==> src/rtl/cla_8bit_adder.sv <==
// Registered 8-bit carry-lookahead adder: {c8, sum} = a + b + c0, with group
// propagate/generate for cascading. Bit cells form p/g/s; every carry is a
// flat sum of products over p/g/c0, so no carry ripples from bit to bit.
module cla_8bit_adder (
  input  logic       clk,
  input  logic       rst,
  input  logic       in_valid,
  input  logic [7:0] a,
  input  logic [7:0] b,
  input  logic       c0,
  output logic       out_valid,
  output logic [7:0] sum,
  output logic       c8,
  output logic       pg,
  output logic       gg
);

  localparam int unsigned W = 8;

  logic [W-1:0] p;       // bit propagate
  logic [W-1:0] g;       // bit generate
  logic [W:0]   c;       // carries, c[0] = c0
  logic [W:0]   gc;      // carries assuming c0 = 0
  logic [W-1:0] s_c;     // combinational sum
  logic         pg_c;
  logic         gg_c;

  // Per-bit full-adder cells: propagate and generate.
  always_comb begin
    p = a ^ b;
    g = a & b;
  end

  // Flat lookahead network: c[i+1] = g[i] | p[i]g[i-1] | ... | p[i..0]c0.
  // gc[] is the same network with the c0 product term dropped.
  always_comb begin
    logic gen_term;
    logic gen_or;
    logic cin_term;
    c  = '0;
    gc = '0;
    gen_term = 1'b0;
    gen_or   = 1'b0;
    cin_term = 1'b0;
    c[0] = c0;
    for (int i = 0; i < int'(W); i++) begin
      gen_or = 1'b0;
      for (int j = 0; j <= i; j++) begin
        gen_term = g[j];
        for (int k = j + 1; k <= i; k++) begin
          gen_term = gen_term & p[k];
        end
        gen_or = gen_or | gen_term;
      end
      cin_term = c0;
      for (int k = 0; k <= i; k++) begin
        cin_term = cin_term & p[k];
      end
      gc[i+1] = gen_or;
      c[i+1]  = gen_or | cin_term;
    end
  end

  // Sum bits and group propagate/generate.
  always_comb begin
    s_c  = p ^ c[W-1:0];
    pg_c = &p;
    gg_c = gc[W];
  end

  // Output register: load on valid, hold otherwise; reset clears everything.
  always_ff @(posedge clk) begin
    if (rst) begin
      out_valid <= 1'b0;
      sum       <= '0;
      c8        <= 1'b0;
      pg        <= 1'b0;
      gg        <= 1'b0;
    end else if (in_valid) begin
      out_valid <= 1'b1;
      sum       <= s_c;
      c8        <= c[W];
      pg        <= pg_c;
      gg        <= gg_c;
    end else begin
      out_valid <= 1'b0;
    end
  end

endmodule

==> config.mk <==
export PLATFORM = sky130hd
export DESIGN_NAME = cla_8bit_adder
export DESIGN_NICKNAME = d
export VERILOG_FILES = /design/src/rtl/cla_8bit_adder.sv
export SDC_FILE = /design/constraint.sdc
export NUM_CORES = 1
export LEC_CHECK = 0
export CORE_MARGIN = 3
export CORE_UTILIZATION = 35
export DETAILED_ROUTE_END_ITERATION = 16
export PLACE_DENSITY = 0.68
export SLEW_MARGIN = 20
export SYNTH_ARGS = -nofsm -noshare
export SYNTH_HDL_FRONTEND = slang
export SYNTH_SLANG_ARGS = --single-unit
==> constraint.sdc <==
create_clock -name clk -period 1.68 [get_ports clk]
set_input_delay 0.168 -clock clk [delete_from_list [all_inputs] [get_ports clk]]
set_output_delay 0.168 -clock clk [all_outputs]
set_load 0.03 [all_outputs]
Word level (Yosys, flattened, before mapping):

Cells that the tools add are included.

* bits of input ports: 20
* bits in read-only memories: 0
* memory bits (writable): 0
* flip-flop bits (word level): 12
* memories kept: 0
* latch bits: 0
* output and inout bits: 12

* multipliers: 0
* add/sub/neg operators: 0
* shifts and indexed selects: 0
* reduce and logical (&&, ||, !) cells: 1
* bitwise operators: 75
* magnitude comparators: 0
* muxes and demuxes: 1
* equality and inequality tests: 0
* div/mod/pow operators: 0

Operators with widths (count)
* $and 1x1->1: 36
* $or 1x1->1: 36
* $xor 8x8->8: 2
* $and 8x8->8: 1
* $reduce_and 8->1: 1
* $mux 1: 1

Logic depth before layout (Yosys ltp):

Gate-level depths: netlist of run 1.

* word-level depth: 16
* depth in mapped cells: 6
* gate-level depth less buffers: 6

Least setup slack after synthesis of run 1:

No wires, ideal clock.

* path kind: input to register
* start point: input a[0]
* end point: register sum[5]
* buffers on the path: 0
* arrival: 1.507 ns
* stages: 6
* path slack: 0.078 ns
* cells stage by stage: ha_1 -> ha_1 -> o211ai_2 -> a21oi_2 -> or4_1 -> o311ai_1

* cells in the longest elaborated chain, start to end: 11

Ends and longest elaborated chain
* start: declaration: line 8 `input logic [7:0] a,`
* $and 8x8->8: line 31 `g = a & b;`
* $and 1x1->1 (4 in a row): line 51 `gen_term = gen_term & p[k];`
* $or 1x1->1 (4 in a row): line 53 `gen_or = gen_or | gen_term;`
* $or 1x1->1 (*): line 60 `c[i+1] = gen_or | cin_term;`
* $xor 8x8->8 (*): line 66 `s_c = p ^ c[W-1:0];`
* end signal: assignment: line 75 `sum <= '0;`
* end signal: assignment: line 81 `sum <= s_c;`
* end: declaration: line 12 `output logic [7:0] sum,`

Every way passes the cells marked *; elsewhere a longest branch is shown, timed or not.
A chain may end at the register's enable or synchronous reset.

Worst setup path after layout of run 1:

* start point: input a[2]
* end point: register sum[5]

* cells in the longest elaborated chain, start to end: 10

Ends and longest elaborated chain
* $xor 8x8->8: line 30 `p = a ^ b;`
* $and 1x1->1 (3 in a row): line 51
* $or 1x1->1 (4 in a row): line 53
* $or 1x1->1 (*): line 60
* $xor 8x8->8 (*): line 66

Marks and branches as above.

==> run metrics, run 1 <==
Antenna diodes 0; worst slew pin tran 0.324 ns; Fillers 193; routed len/inst 12.5 um; required time worst endpoint 1.86 ns; I/O Buffers 31; H-tree depth 1; Longest Clk Path Bufs 2; highest net fanout along the worst path 3; crit end category flop; DR pass1 iterations 4; Yosys warnings 0; CTS tree done; LEAKAGE 0.000547 uW; slowest CP cell or4_1; initial core utilization 0.376; top_reg_cell synth dfxtp_1; EDFF count, synth 0; CTS Sinks 12; critical path arrival 1.81 ns; Synth cell types 38; clk_skew 0 ns; register clock-pin slew on the reported worst setup and hold paths 0.07 ns; Seq cells post-synth 12; WL final 2100 um; Power Density 680 nW/um^2; RSZ-0062 raised after global routing false; post-synthesis sequential area ratio 0.281; global-route wire length before repair 3490 um; full die area 3070 um^2; Layout area overhead 58.8%; core area 2280 um^2; crit-path cells clkdlybuf4s50_1, ha_2, a21oi_4, a21oi_2, or4_1, o311ai_1; Hold WC Path Type reg2reg; Post-DRT Antenna Nets 0; initial antenna violation count 0; Die Width 55.5 um; hpwl dp 1560 um; status finished, final reports clean; # DRC 0; Peak Freq 615 MHz; total CTS buffers 3; slew margin rel. 0.783; cts hold-fix bufs 0; Setup CP Type in2reg; Via density 5.17; Final Total Pwr 925 uW; clock root cell clkbuf_4; peak supply drop 0.000417 V; final hold violations 0; grt ovf 0; Cell Rows 17; Post-Place Setup Slack -0.465 ns; total of max-cap violations 0; minimum clock period 1.63 ns; Synth Net Count 126; Synth Cell Area 856 um^2; Setup Viol. Count Final 0; asr flop ratio synth 0; Clk Latency, worst-skew pair 0.27 ns; layout cell share with drive strength beyond 1 0.186; largest net degree at the start of global routing 15; nets 171; Mapped Cells 96; IO Count 32; post-route worst setup slack 0.0547 ns; CP Launch Type input pin; final slew viol count 0; Die H 55.5 um; Final Cycle Share 0.967; vias in the first global route 839; RePlAce Congestion 0.816; syn_area_per_cell 8.91 um^2; via count 868; DR iter-0 viols 10; GRT Overall Usage 0.138; max incr delay on CP 0.50 ns
[power breakdown]
part | total, uW | switching (uW) | internal (uW)
Sequential | 321 | 11.6 | 309
Clock | 230 | 97.7 | 132
Combinational | 374 | 182 | 192
[flip-flops by register name (all words and copies together) (netlist names)]
name,cells
c8,1
gg,1
out_valid,1
pg,1
sum,8
[logic make-up after synthesis]
group | count (synthesis) | share of synthesized area
mux | 2 | 0.0234
buf+inv | 9 | 0.0526
fa+ha+maj | 10 | 0.155
compound gates | 29 | 0.256
xor+xnor | 1 | 0.0102
flops | 12 | 0.281
simple gates | 33 | 0.222
[placed cells by master, fill, tap and decap left out, drive strengths merged, types with 2 or more instances in the layout]
master / count
inv: 5
clkbuf: 4
dlygate4sd2: 2
o211ai: 3
mux2i: 2
o21a: 2
nor3b: 4
o311ai: 2
nand3: 4
nand2b: 3
ha: 9
nor3: 3
a21oi: 6
nor2: 8
nand2: 2
o21ai: 4
clkdlybuf4s50: 29
nand3b: 4
buf: 13
dfxtp: 12
a21o: 5
[through the flow]
stage	area, um^2	instances	util	hold WS, ns	setup TNS, ns
floorplan	856	96	-	0.353	0
global placement	1280	163	0.561	0.458	-2.21
detailed placement	1280	163	0.561	0.467	-2.44
CTS	1350	167	0.593	0.479	0
global route	1360	168	0.597	0.500	0
finish	1360	168	0.597	0.480	0
[timing repair]
item                                    CTS  global route
gates cloned                              0             0
endpoints found under the setup margin    6             3
endpoints found under the hold margin     0             0
gates resized for setup                   7             1
buffers inserted                          0             1
pin swaps                                 2             5
[per-layer routing]
layer / global-route usage / routed length [um] / part of all wire
met5: 0 / 0 / 0
met3: 0.0280 / 114 / 0.054
met1: 0.166 / 981 / 0.47
met4: 0.0729 / 12 / 0.0057
met2: 0.230 / 993 / 0.47
[worst paths after layout]
check / endpoint / from / slack, ns / cells after the start
max: sum[5]$_SDFFE_PP0P_ / a[2] / 0.05 / 6
min: sum[2]$_SDFFE_PP0P_ / sum[2]$_SDFFE_PP0P_ / 0.48 / 2
max reg2reg: sum[4]$_SDFFE_PP0P_ / sum[4]$_SDFFE_PP0P_ / 0.72 / 2
min reg2reg: sum[2]$_SDFFE_PP0P_ / sum[2]$_SDFFE_PP0P_ / 0.48 / 2
[cell type report]
| cell class | instances | area, um^2 | share of cell area |
|---|---|---|---|
| inverter | 5 | 18.8 | 0.0138 |
| timing repair buffer | 44 | 418 | 0.308 |
| sequential | 12 | 240 | 0.177 |
| tap | 28 | 35.0 | 0.0258 |
| clock buffer | 4 | 36.3 | 0.0267 |
| multi-input combinational | 75 | 611 | 0.449 |
[worst max-delay path: cells and delay by family]
| family | cells | cell delay [ns] |
|---|---|---|
| adder cells (fa/ha/maj) | 1 | 0.31 |
| AO/OA/AOI/OAI | 3 | 0.37 |
| buffers and inverters | 1 | 0.46 |
| AND/OR/NAND/NOR | 1 | 0.50 |
[Yosys cell counts, types with 2 or more instances]
master    count  area share
a21o_1        4       0.035
a21oi_1       4       0.023
buf_4         3       0.026
dfxtp_1      12        0.28
ha_1          9        0.13
inv_1         5       0.022
mux2i_1       2       0.023
nand2_1       2      0.0088
nand2b_1      3       0.022
nand3_1       4       0.023
nand3b_1      4       0.035
nor2_1        8       0.035
nor3_1        3       0.018
nor3b_1       4       0.035
o211ai_1      2       0.018
o21a_1        2       0.018
o21ai_0       4       0.023
Note: power is estimated with default switching activity, not from simulation.
==> run 2: changes to the inputs <==
--- a/config.mk
+++ b/config.mk
@@ -6,10 +6,11 @@
 export NUM_CORES = 1
 export LEC_CHECK = 0
 export CORE_MARGIN = 3
-export CORE_UTILIZATION = 35
+export CORE_UTILIZATION = 39
 export DETAILED_ROUTE_END_ITERATION = 16
-export PLACE_DENSITY = 0.68
+export PLACE_DENSITY = 0.75
 export SLEW_MARGIN = 20
 export SYNTH_ARGS = -nofsm -noshare
 export SYNTH_HDL_FRONTEND = slang
 export SYNTH_SLANG_ARGS = --single-unit
+export TNS_END_PERCENT = 30
==> run metrics, run 2 (synthesized netlist as in run 1, its figures left out) <==
status finished, final reports clean; Layout area overhead 53.8%; clock root cell clkbuf_4; critical path arrival 1.82 ns; Biggest register sum; fin cells 167; worst slew pin tran 0.377 ns; DR iter-0 viols 24; layout cell share with drive strength beyond 1 0.179; core area 2020 um^2; DR pass1 iterations 4; initial antenna violation count 0; CP Depth 7; Reg2Reg Depth 2; I/O Buffers 31; crit end category flop; highest net fanout along the worst path 4; hold path startpoint sum[2]$_SDFFE_PP0P_; required time worst endpoint 1.86 ns; minimum clock period 1.64 ns; reg2reg start sum[4]$_SDFFE_PP0P_; total of max-cap violations 0; final slew viol count 0; full die area 2790 um^2; global-route wire length before repair 3600 um; Hold WC Path Type reg2reg; Buf/Inv on CP 1; WL final 2120 um; Fillers 174; largest net degree at the start of global routing 13; clk_skew 0 ns; grt ovf 0; peak supply drop 0.000408 V; CTS Sinks 12; register clock-pin slew on the reported worst setup and hold paths 0.08 ns; Antenna diodes 0; H-tree depth 1; Longest Clk Path Bufs 2; Cell Rows 16; Post-DRT Antenna Nets 0; RSZ-0062 raised after global routing true; delay-heaviest family, CP adder cells; LEAKAGE 0.000540 uW; Setup Viol. Count Final 0; hold path depth 2; IO Count 32; Die Width 52.8 um; nets 172; Peak Freq 608 MHz; hpwl dp 1660 um; slowest CP cell or4_1; # placed instances 163; GRT Overall Usage 0.171; routed len/inst 12.7 um; Clk Latency, worst-skew pair 0.26 ns; max reg flops 8; via count 897; crit-path cells dlygate4sd2_1, ha_1, ha_2, o211ai_4, a21oi_2, or4_1, o311ai_1; slew margin rel. 0.746; hold_ws 0.470 ns; # DRC 0; vias in the first global route 872; final hold violations 0; most frequent cells in the layout 29 x clkdlybuf4s50_1, 14 x buf_4, 12 x dfxtp_1, 8 x nor2_1, 7 x ha_1; Final Cycle Share 0.979; max incr delay on CP 0.50 ns; crit path from b[0]; Die H 52.8 um; commonest non-fill, non-tap cell in the layout clkdlybuf4s50_1; Setup CP Type in2reg; CTS tree done; register area 240 um^2; total CTS buffers 3; multi-input logic area 588 um^2; initial core utilization 0.423; RePlAce Congestion 0.808; Power Density 656 nW/um^2; CP Launch Type input pin; Via density 5.37
run 2: changes by cell type in the layout (fill, tap and decap cells not counted), sizes merged:
cell,delta
clkbuf,-1
buf,+1
run 2: area by class of cell:
| class | count | area share |
|---|---|---|
| clock buffers | 3 | 0.0171 |
| well taps | 27 | 0.0257 |
| flip-flops and latches | 12 | 0.183 |
| multi-input cells | 75 | 0.447 |
| inverters | 5 | 0.0143 |
| repair buffers | 45 | 0.314 |
run 2: final timing paths:
path,endpoint,slack [ns]
max reg2reg,sum[4]$_SDFFE_PP0P_,0.73
min reg2reg,sum[2]$_SDFFE_PP0P_,0.47
min,sum[2]$_SDFFE_PP0P_,0.47
max,sum[5]$_SDFFE_PP0P_,0.04
run 2: per-stage QoR:
step	total power (uW)	instance area, um^2	utilization	setup TNS (ns)	setup slack [ns]
2_1_floorplan	527	856	-	0	0.0778
6_report	863	1320	0.651	0	0.0355
5_1_grt	914	1320	0.651	-0.0335	-0.0335
3_3_place_gp	675	1270	0.629	-2.21	-0.407
3_5_place_dp	681	1270	0.629	-2.58	-0.461
4_1_cts	856	1300	0.644	0	0.0227
run 2: worst reg2reg max path: stages (launching register included):
cell and delay, ns:
dfxtp_1 0.33, or3b_2 0.44, o311ai_1 0.10
run 2: timing repair:
| action | 4_1_cts | 5_1_grt |
|---|---|---|
| resized for setup | 3 | 4 |
| endpoints found under the setup margin | 6 | 5 |
| pin swaps | 3 | 1 |
| hold buffers | 0 | 0 |
| setup buffers | 1 | 0 |
run 2: power by group:
part / switching (uW) / internal, uW / total [uW]
sequential: 10.5 / 309 / 320
clock: 93.7 / 82.8 / 176
combinational: 180 / 187 / 367
total: 284 / 579 / 863
run 2: layer usage:
layer / track usage / wire length, um / share of wire
met2: 0.291 / 1080 / 0.51
met1: 0.213 / 906 / 0.43
met3: 0.0342 / 133 / 0.063
met4: 0.0553 / 0 / 0
met5: 0 / 0 / 0
